### src/rtl/spi_sample_buffer.sv
// spi_sample_buffer: tags SPI sensor words with a channel index and stores whole
// frames in a first-word-fall-through FIFO. A frame is admitted only when the
// FIFO has room for all of it at frame start; otherwise the frame is dropped whole.
module spi_sample_buffer #(
  parameter int unsigned DATA_W = 16,
  parameter int unsigned NUM_CH = 4,
  parameter int unsigned ADDR_W = 6,
  parameter int unsigned CH_W   = 4
) (
  input  logic              clk,
  input  logic              reset,
  input  logic [DATA_W-1:0] rx_data,
  input  logic              rx_valid,
  input  logic              frame_start,
  output logic [DATA_W-1:0] out_data,
  output logic [CH_W-1:0]   out_ch,
  output logic              out_last,
  output logic              out_valid,
  input  logic              out_ready,
  output logic [ADDR_W:0]   fill_level,
  output logic              overflow,
  output logic              sync_err,
  output logic [7:0]        drop_count,
  input  logic              clear_flags
);

  localparam int unsigned     DEPTH     = 1 << ADDR_W;
  localparam int unsigned     ENTRY_W   = DATA_W + CH_W + 1;
  // Highest fill level that still leaves room for a complete frame.
  localparam logic [ADDR_W:0] ADMIT_MAX = (ADDR_W+1)'(DEPTH - NUM_CH);
  localparam logic [CH_W-1:0] LAST_CH   = CH_W'(NUM_CH - 1);

  typedef enum logic [1:0] {
    S_IDLE = 2'd0,
    S_FILL = 2'd1,
    S_DROP = 2'd2
  } state_t;

  state_t              r_state;
  state_t              w_state_nxt;
  logic [CH_W-1:0]     r_ch_cnt;
  logic [CH_W-1:0]     w_ch_cnt_nxt;

  logic                w_has_room;
  logic                w_push;
  logic                w_pop;
  logic                w_wr_last;
  logic [CH_W-1:0]     w_wr_ch;
  logic                w_drop_evt;
  logic                w_sync_evt;
  logic [ENTRY_W-1:0]  w_wr_entry;

  logic [ENTRY_W-1:0]  r_mem [DEPTH];
  logic [ADDR_W-1:0]   r_wr_ptr;
  logic [ADDR_W-1:0]   r_rd_ptr;
  logic [ADDR_W-1:0]   w_rd_ptr_nxt;
  logic [ADDR_W:0]     r_count;
  logic [ADDR_W:0]     w_count_nxt;
  logic [ADDR_W:0]     w_remain;
  logic [ENTRY_W-1:0]  r_head;
  logic                r_valid;

  logic                r_overflow;
  logic                r_sync_err;
  logic [7:0]          r_drop_count;

  // Admission uses the registered level; a pop in the same cycle is not credited.
  assign w_has_room = (r_count <= ADMIT_MAX);
  assign w_pop      = r_valid & out_ready;
  assign w_wr_entry = {w_wr_last, w_wr_ch, rx_data};

  // State register
  always_ff @(posedge clk) begin
    if (reset) begin
      r_state <= S_IDLE;
    end else begin
      r_state <= w_state_nxt;
    end
  end

  // Next-state logic: frame_start restarts from any state
  always_comb begin
    w_state_nxt = r_state;
    if (rx_valid) begin
      if (frame_start) begin
        w_state_nxt = w_has_room ? S_FILL : S_DROP;
      end else begin
        case (r_state)
          S_FILL, S_DROP: begin
            if (r_ch_cnt == LAST_CH) w_state_nxt = S_IDLE;
          end
          default: w_state_nxt = r_state;
        endcase
      end
    end
  end

  // Output logic: FIFO write, channel tagging and error events
  always_comb begin
    w_push       = 1'b0;
    w_wr_last    = 1'b0;
    w_wr_ch      = r_ch_cnt;
    w_drop_evt   = 1'b0;
    w_sync_evt   = 1'b0;
    w_ch_cnt_nxt = r_ch_cnt;
    if (rx_valid) begin
      if (frame_start) begin
        w_ch_cnt_nxt = CH_W'(1);
        w_wr_ch      = '0;
        if (w_has_room) begin
          w_push = 1'b1;
        end else begin
          w_drop_evt = 1'b1;
        end
      end else begin
        case (r_state)
          S_FILL, S_DROP: begin
            w_push       = (r_state == S_FILL);
            w_wr_last    = (r_ch_cnt == LAST_CH);
            w_ch_cnt_nxt = (r_ch_cnt == LAST_CH) ? '0 : r_ch_cnt + CH_W'(1);
          end
          S_IDLE: begin
            w_sync_evt = 1'b1;
          end
          default: begin
            w_sync_evt = 1'b0;
          end
        endcase
      end
    end
  end

  // Channel counter and sticky status flags; clear wins over a same-cycle set
  always_ff @(posedge clk) begin
    if (reset) begin
      r_ch_cnt     <= '0;
      r_overflow   <= 1'b0;
      r_sync_err   <= 1'b0;
      r_drop_count <= '0;
    end else begin
      r_ch_cnt <= w_ch_cnt_nxt;
      if (clear_flags) begin
        r_overflow   <= 1'b0;
        r_sync_err   <= 1'b0;
        r_drop_count <= '0;
      end else begin
        if (w_drop_evt) begin
          r_overflow <= 1'b1;
          if (r_drop_count != 8'hFF) r_drop_count <= r_drop_count + 8'd1;
        end
        if (w_sync_evt) r_sync_err <= 1'b1;
      end
    end
  end

  // FIFO bookkeeping: next read pointer, count and entries left after a pop
  always_comb begin
    w_rd_ptr_nxt = r_rd_ptr + ADDR_W'(w_pop);
    w_remain     = r_count - (ADDR_W+1)'(w_pop);
    w_count_nxt  = r_count;
    if (w_push && !w_pop) begin
      w_count_nxt = r_count + (ADDR_W+1)'(1);
    end else if (!w_push && w_pop) begin
      w_count_nxt = r_count - (ADDR_W+1)'(1);
    end
  end

  // FIFO storage array
  always_ff @(posedge clk) begin
    if (w_push) r_mem[r_wr_ptr] <= w_wr_entry;
  end

  // Pointers, count and the fall-through head register
  always_ff @(posedge clk) begin
    if (reset) begin
      r_wr_ptr <= '0;
      r_rd_ptr <= '0;
      r_count  <= '0;
      r_valid  <= 1'b0;
      r_head   <= '0;
    end else begin
      if (w_push) r_wr_ptr <= r_wr_ptr + ADDR_W'(1);
      r_rd_ptr <= w_rd_ptr_nxt;
      r_count  <= w_count_nxt;
      r_valid  <= (w_count_nxt != '0);
      // Nothing left behind the popped head: the incoming word becomes head directly.
      if (w_remain == '0) begin
        if (w_push) r_head <= w_wr_entry;
      end else begin
        r_head <= r_mem[w_rd_ptr_nxt];
      end
    end
  end

  assign out_data   = r_head[DATA_W-1:0];
  assign out_ch     = r_head[DATA_W +: CH_W];
  assign out_last   = r_head[ENTRY_W-1];
  assign out_valid  = r_valid;
  assign fill_level = r_count;
  assign overflow   = r_overflow;
  assign sync_err   = r_sync_err;
  assign drop_count = r_drop_count;

endmodule

### config.mk
export PLATFORM = sky130hd
export DESIGN_NAME = spi_sample_buffer
export DESIGN_NICKNAME = d
export VERILOG_FILES = /design/src/rtl/spi_sample_buffer.sv
export SDC_FILE = /design/constraint.sdc
export NUM_CORES = 1
export LEC_CHECK = 0
export ABC_AREA = 1
export BUFFER_PORTS_ARGS = -buffer_cell sky130_fd_sc_hd__buf_2
export CAP_MARGIN = 20
export CORE_ASPECT_RATIO = 1.5
export CORE_MARGIN = 2
export CORE_UTILIZATION = 35
export DETAILED_ROUTE_END_ITERATION = 16
export GPL_TIMING_DRIVEN = 1
export SYNTH_ARGS = -nofsm -noshare
export SYNTH_HDL_FRONTEND = slang
export SYNTH_SLANG_ARGS = --single-unit
### constraint.sdc
create_clock -name clk -period 8.7 [get_ports clk]
set_clock_uncertainty 0.05 [all_clocks]
set_input_delay 1.74 -clock clk [delete_from_list [all_inputs] [get_ports clk]]
set_output_delay 1.74 -clock clk [all_outputs]
set_load 0.005 [all_outputs]
==> out/results.tsv <==
stage	metric	value	unit
run_status	status	complete, no violations	
global_route	initial antenna violation count	6	
global_route	GRT Resource Usage Total	19.27	%
clock_tree	Post-CTS Setup Inserts	0	
worst_setup_path	startpoint type of the worst setup path	input pin	
timing	Tcrit/Tclk final	58.26	%
place	IO Port Bufs	60	
layout	share of layout cells above drive strength 1	7.551	%
worst_setup_path	crit end category	flop	
timing	RSZ-0062 raised after global routing	no	
clock_tree	clock tree buffer depth	3	
power	PwrDens	268.1	mW/mm^2
layout	Non-Filler Instances	7719	
worst_setup_path	Worst R2R Start	out_valid	
detailed_routing	routed len/inst	21.61	um
detailed_routing	ANT nets after route	0	
timing	Finish-stage setup viols	0	
yosys	post-synth top area cell	edfxtp_1	
die	Die X-Extent	338.0	um
yosys	Post-synth EDFFs	1344	
detailed_routing	Residual DRC	0	
place	HPWL after detailed placement	90.74	mm
worst_setup_path	critical path type	input pin to flop	
yosys	share of flip-flops with an asynchronous set or reset	0	%
timing	Final min period	5.069	ns
yosys	most common library cells after synthesis	nand2_1 (1,899), edfxtp_1 (1,344), nand3_1 (784)	
die	Die Footprint	0.1707	mm^2
yosys	Synth cell types	33	
yosys	post-synth top area share	68.91	%
place	gpl congestion	0.8477	
run	# Max-Cap Violations	0	
die	I/O pin count	61	
timing	fin. max-slew vios	0	
worst_setup_path	critical-path maximum fanout	148	
worst_setup_path	reg2reg setup slack	4.40	ns
detailed_routing	drt first pass iters	6	
global_route	largest net degree at the start of global routing	168	
clock_tree	TritonCTS Buffers	117	
place	placed insts	7502	
layout	Layout Nets	5434	
power	Leak	24.64	nW
clock_tree	cts hold-fix bufs	0	
worst_setup_path	critical path launch point	out_ready	
detailed_routing	initial DRC count	4037	
die	# rows	183	
yosys	Area contributors post-synth	edfxtp_1 (69%), nand2_1 (12%), nand3_1 (6.7%), nor2_1 (2.4%), inv_1 (2.1%)	
global_route	vias in the first global route	37730	
yosys	Synth Flop Type	edfxtp_1	
yosys	sequential fraction of the synthesis area	70.86	%
yosys	Syn Std Cell Area	0.05857	mm^2
clock_tree	CTS tree	yes	
timing	TNS Setup	0	ns
global_route	global-route wire length before repair	245.6	mm
clock_tree	Clock Sinks	1401	
worst_hold_path	hold_sp	overflow	
yosys	top-count cell post-synth	nand2_1	
worst_setup_path	critical path arrival	5.69	ns
yosys	Mapped Nets	5461	
power	VDD IR max	0.0002864	V
die	Core Area	0.1660	mm^2
worst_setup_path	data required time at the worst endpoint	9.32	ns
clock_tree	clock root buffer	clkbuf_16	
clock_tree	H-Tree Depth	3	
layout	post-layout util	39.45	%
timing	Max Clock Freq	197.3	MHz
yosys	Yosys Warn Count	0	
yosys	Mapped Cells	5428	
clock_tree	Clock Latency Late Sink	0.75	ns
detailed_routing	vias	39330	
timing	Worst Max-Slew Pin Slew	1.154	ns
global_route	grt total ovfl	0	
clock_tree	Worst-path clk slew	0.07	ns
timing	Max-slew headroom	22.86	%
yosys	Synth Area per Inst	10.79	um^2
worst_setup_path	R2R depth	15	
timing	Final Hold Vio Count	0	
worst_setup_path	Crit Reg-Reg Endpoint	r_head[6]	
worst_hold_path	hold crit path type	flop to flop	
clock_tree	post-cts resize count	0	
worst_setup_path	Critical Path End	r_head[6]	
detailed_routing	vias per inst	5.095	
die	die height	505.0	um
layout	Area Overhead vs Synth	11.81	%
die	Starting Density	35.28	%
yosys	Yosys reg bits	1401	
detailed_routing	final wirelength	166.8	mm
through the flow:
step / worst slack (ns) / hold WS, ns / area [um^2] / power, mW
6_report: 3.631 / 0.4189 / 65480 / 17.56
5_1_grt: 3.538 / 0.4364 / 65480 / 18.38
3_3_place_gp: 2.957 / 0.3913 / 61640 / 12.31
4_1_cts: 3.775 / 0.4216 / 65480 / 17.63
2_1_floorplan: 3.555 / 0.3966 / 58570 / 10.87
3_5_place_dp: 2.973 / 0.4114 / 61640 / 12.33
registers in the layout, indices dropped and copies added (netlist names):
signal and count:
r_mem 1344, overflow 1, r_head 21, r_wr_ptr 6
r_state 2, sync_err 1, r_rd_ptr 6, fill_level 7
drop_count 8, r_ch_cnt 4, out_valid 1
critical path: stages:
cell and delay [ns]:
buf_2 0.09, nand2_1 0.11, inv_1 0.13, ha_4 0.70, buf_12 0.48, buf_4 0.61
nor2_1 0.10, nor2_1 0.10, o21ai_0 0.09, nand3_1 0.10, nand3_1 0.17, nand3_1 0.17
nand3_1 0.39, nand3_1 0.18, nand2_1 0.06, a21oi_1 0.11
placed cells by master, fill, tap and decap left out, types with 3 or more instances in the layout:
cell type   synthesis  layout
nand2_1          1899    1899
edfxtp_1         1344    1344
nand3_1           784     784
inv_1             332     331
nor2_1            369     307
o21ai_0           175     175
clkbuf_16           0     120
buf_4              42      86
buf_2              70      60
dfxtp_1            57      57
a21oi_1            48      48
o211ai_1           37      37
nor2_4              0      36
nor2_2              2      28
clkinv_1            3      23
clkinv_2            0      23
clkbuf_1          165      20
nand4_1            15      15
xor2_1             16      13
bufinv_16           0      13
buf_12              0      13
nor3_1             12      10
ha_1               11       9
clkinvlp_4          0       9
nor4_2              0       5
clkbuf_8            0       4
diode_2             0       3
xor2_4              0       3
routing by layer:
layer	wire length (um)	GRT usage, %	up-vias	share of wire (%)
met5	0	0	-	0
met4	8345	9.568	0	5.0
met3	10420	2.388	301	6.2
met2	85510	33.95	1480	51
met1	62540	23.04	19310	37
li1	-	-	18240	-
cell type report:
class | instances | area (um^2)
Fill cell | 15710 | 100500
Sequential cell | 1401 | 41500
Multi-Input combinational cell | 3386 | 14880
Clock buffer | 144 | 3133
Tap cell | 2220 | 2778
Inverter | 336 | 1276
Timing Repair Buffer | 159 | 1206
Clock inverter | 70 | 708.2
Antenna cell | 3 | 7.507
worst min path at each step:
stage	endpoint	slack, ns	depth (start not counted)
3_5_place_dp	sync_err	0.41	2
5_1_grt	r_head[20]	0.44	2
4_1_cts	sync_err	0.42	2
2_1_floorplan	overflow	0.40	2
3_3_place_gp	sync_err	0.39	2
6_report	overflow	0.42	2
kinds of logic after synthesis:
logic type | share of synthesized area (%)
simple gates | 21.64
flops | 70.86
buf+inv | 4.540
compound gates | 2.444
xor+xnor | 0.2820
fa+ha+maj | 0.2350
power by group:
| group | leakage, nW | internal, mW | switching, mW | total, mW |
|---|---|---|---|---|
| Clock | 1.86 | 2.94 | 2.41 | 5.35 |
| Combinational | 10.1 | 1.28 | 3.37 | 4.65 |
| Sequential | 12.6 | 7.44 | 0.112 | 7.55 |
| Total | 24.6 | 11.7 | 5.90 | 17.6 |
(Power assumes the default switching activity.)
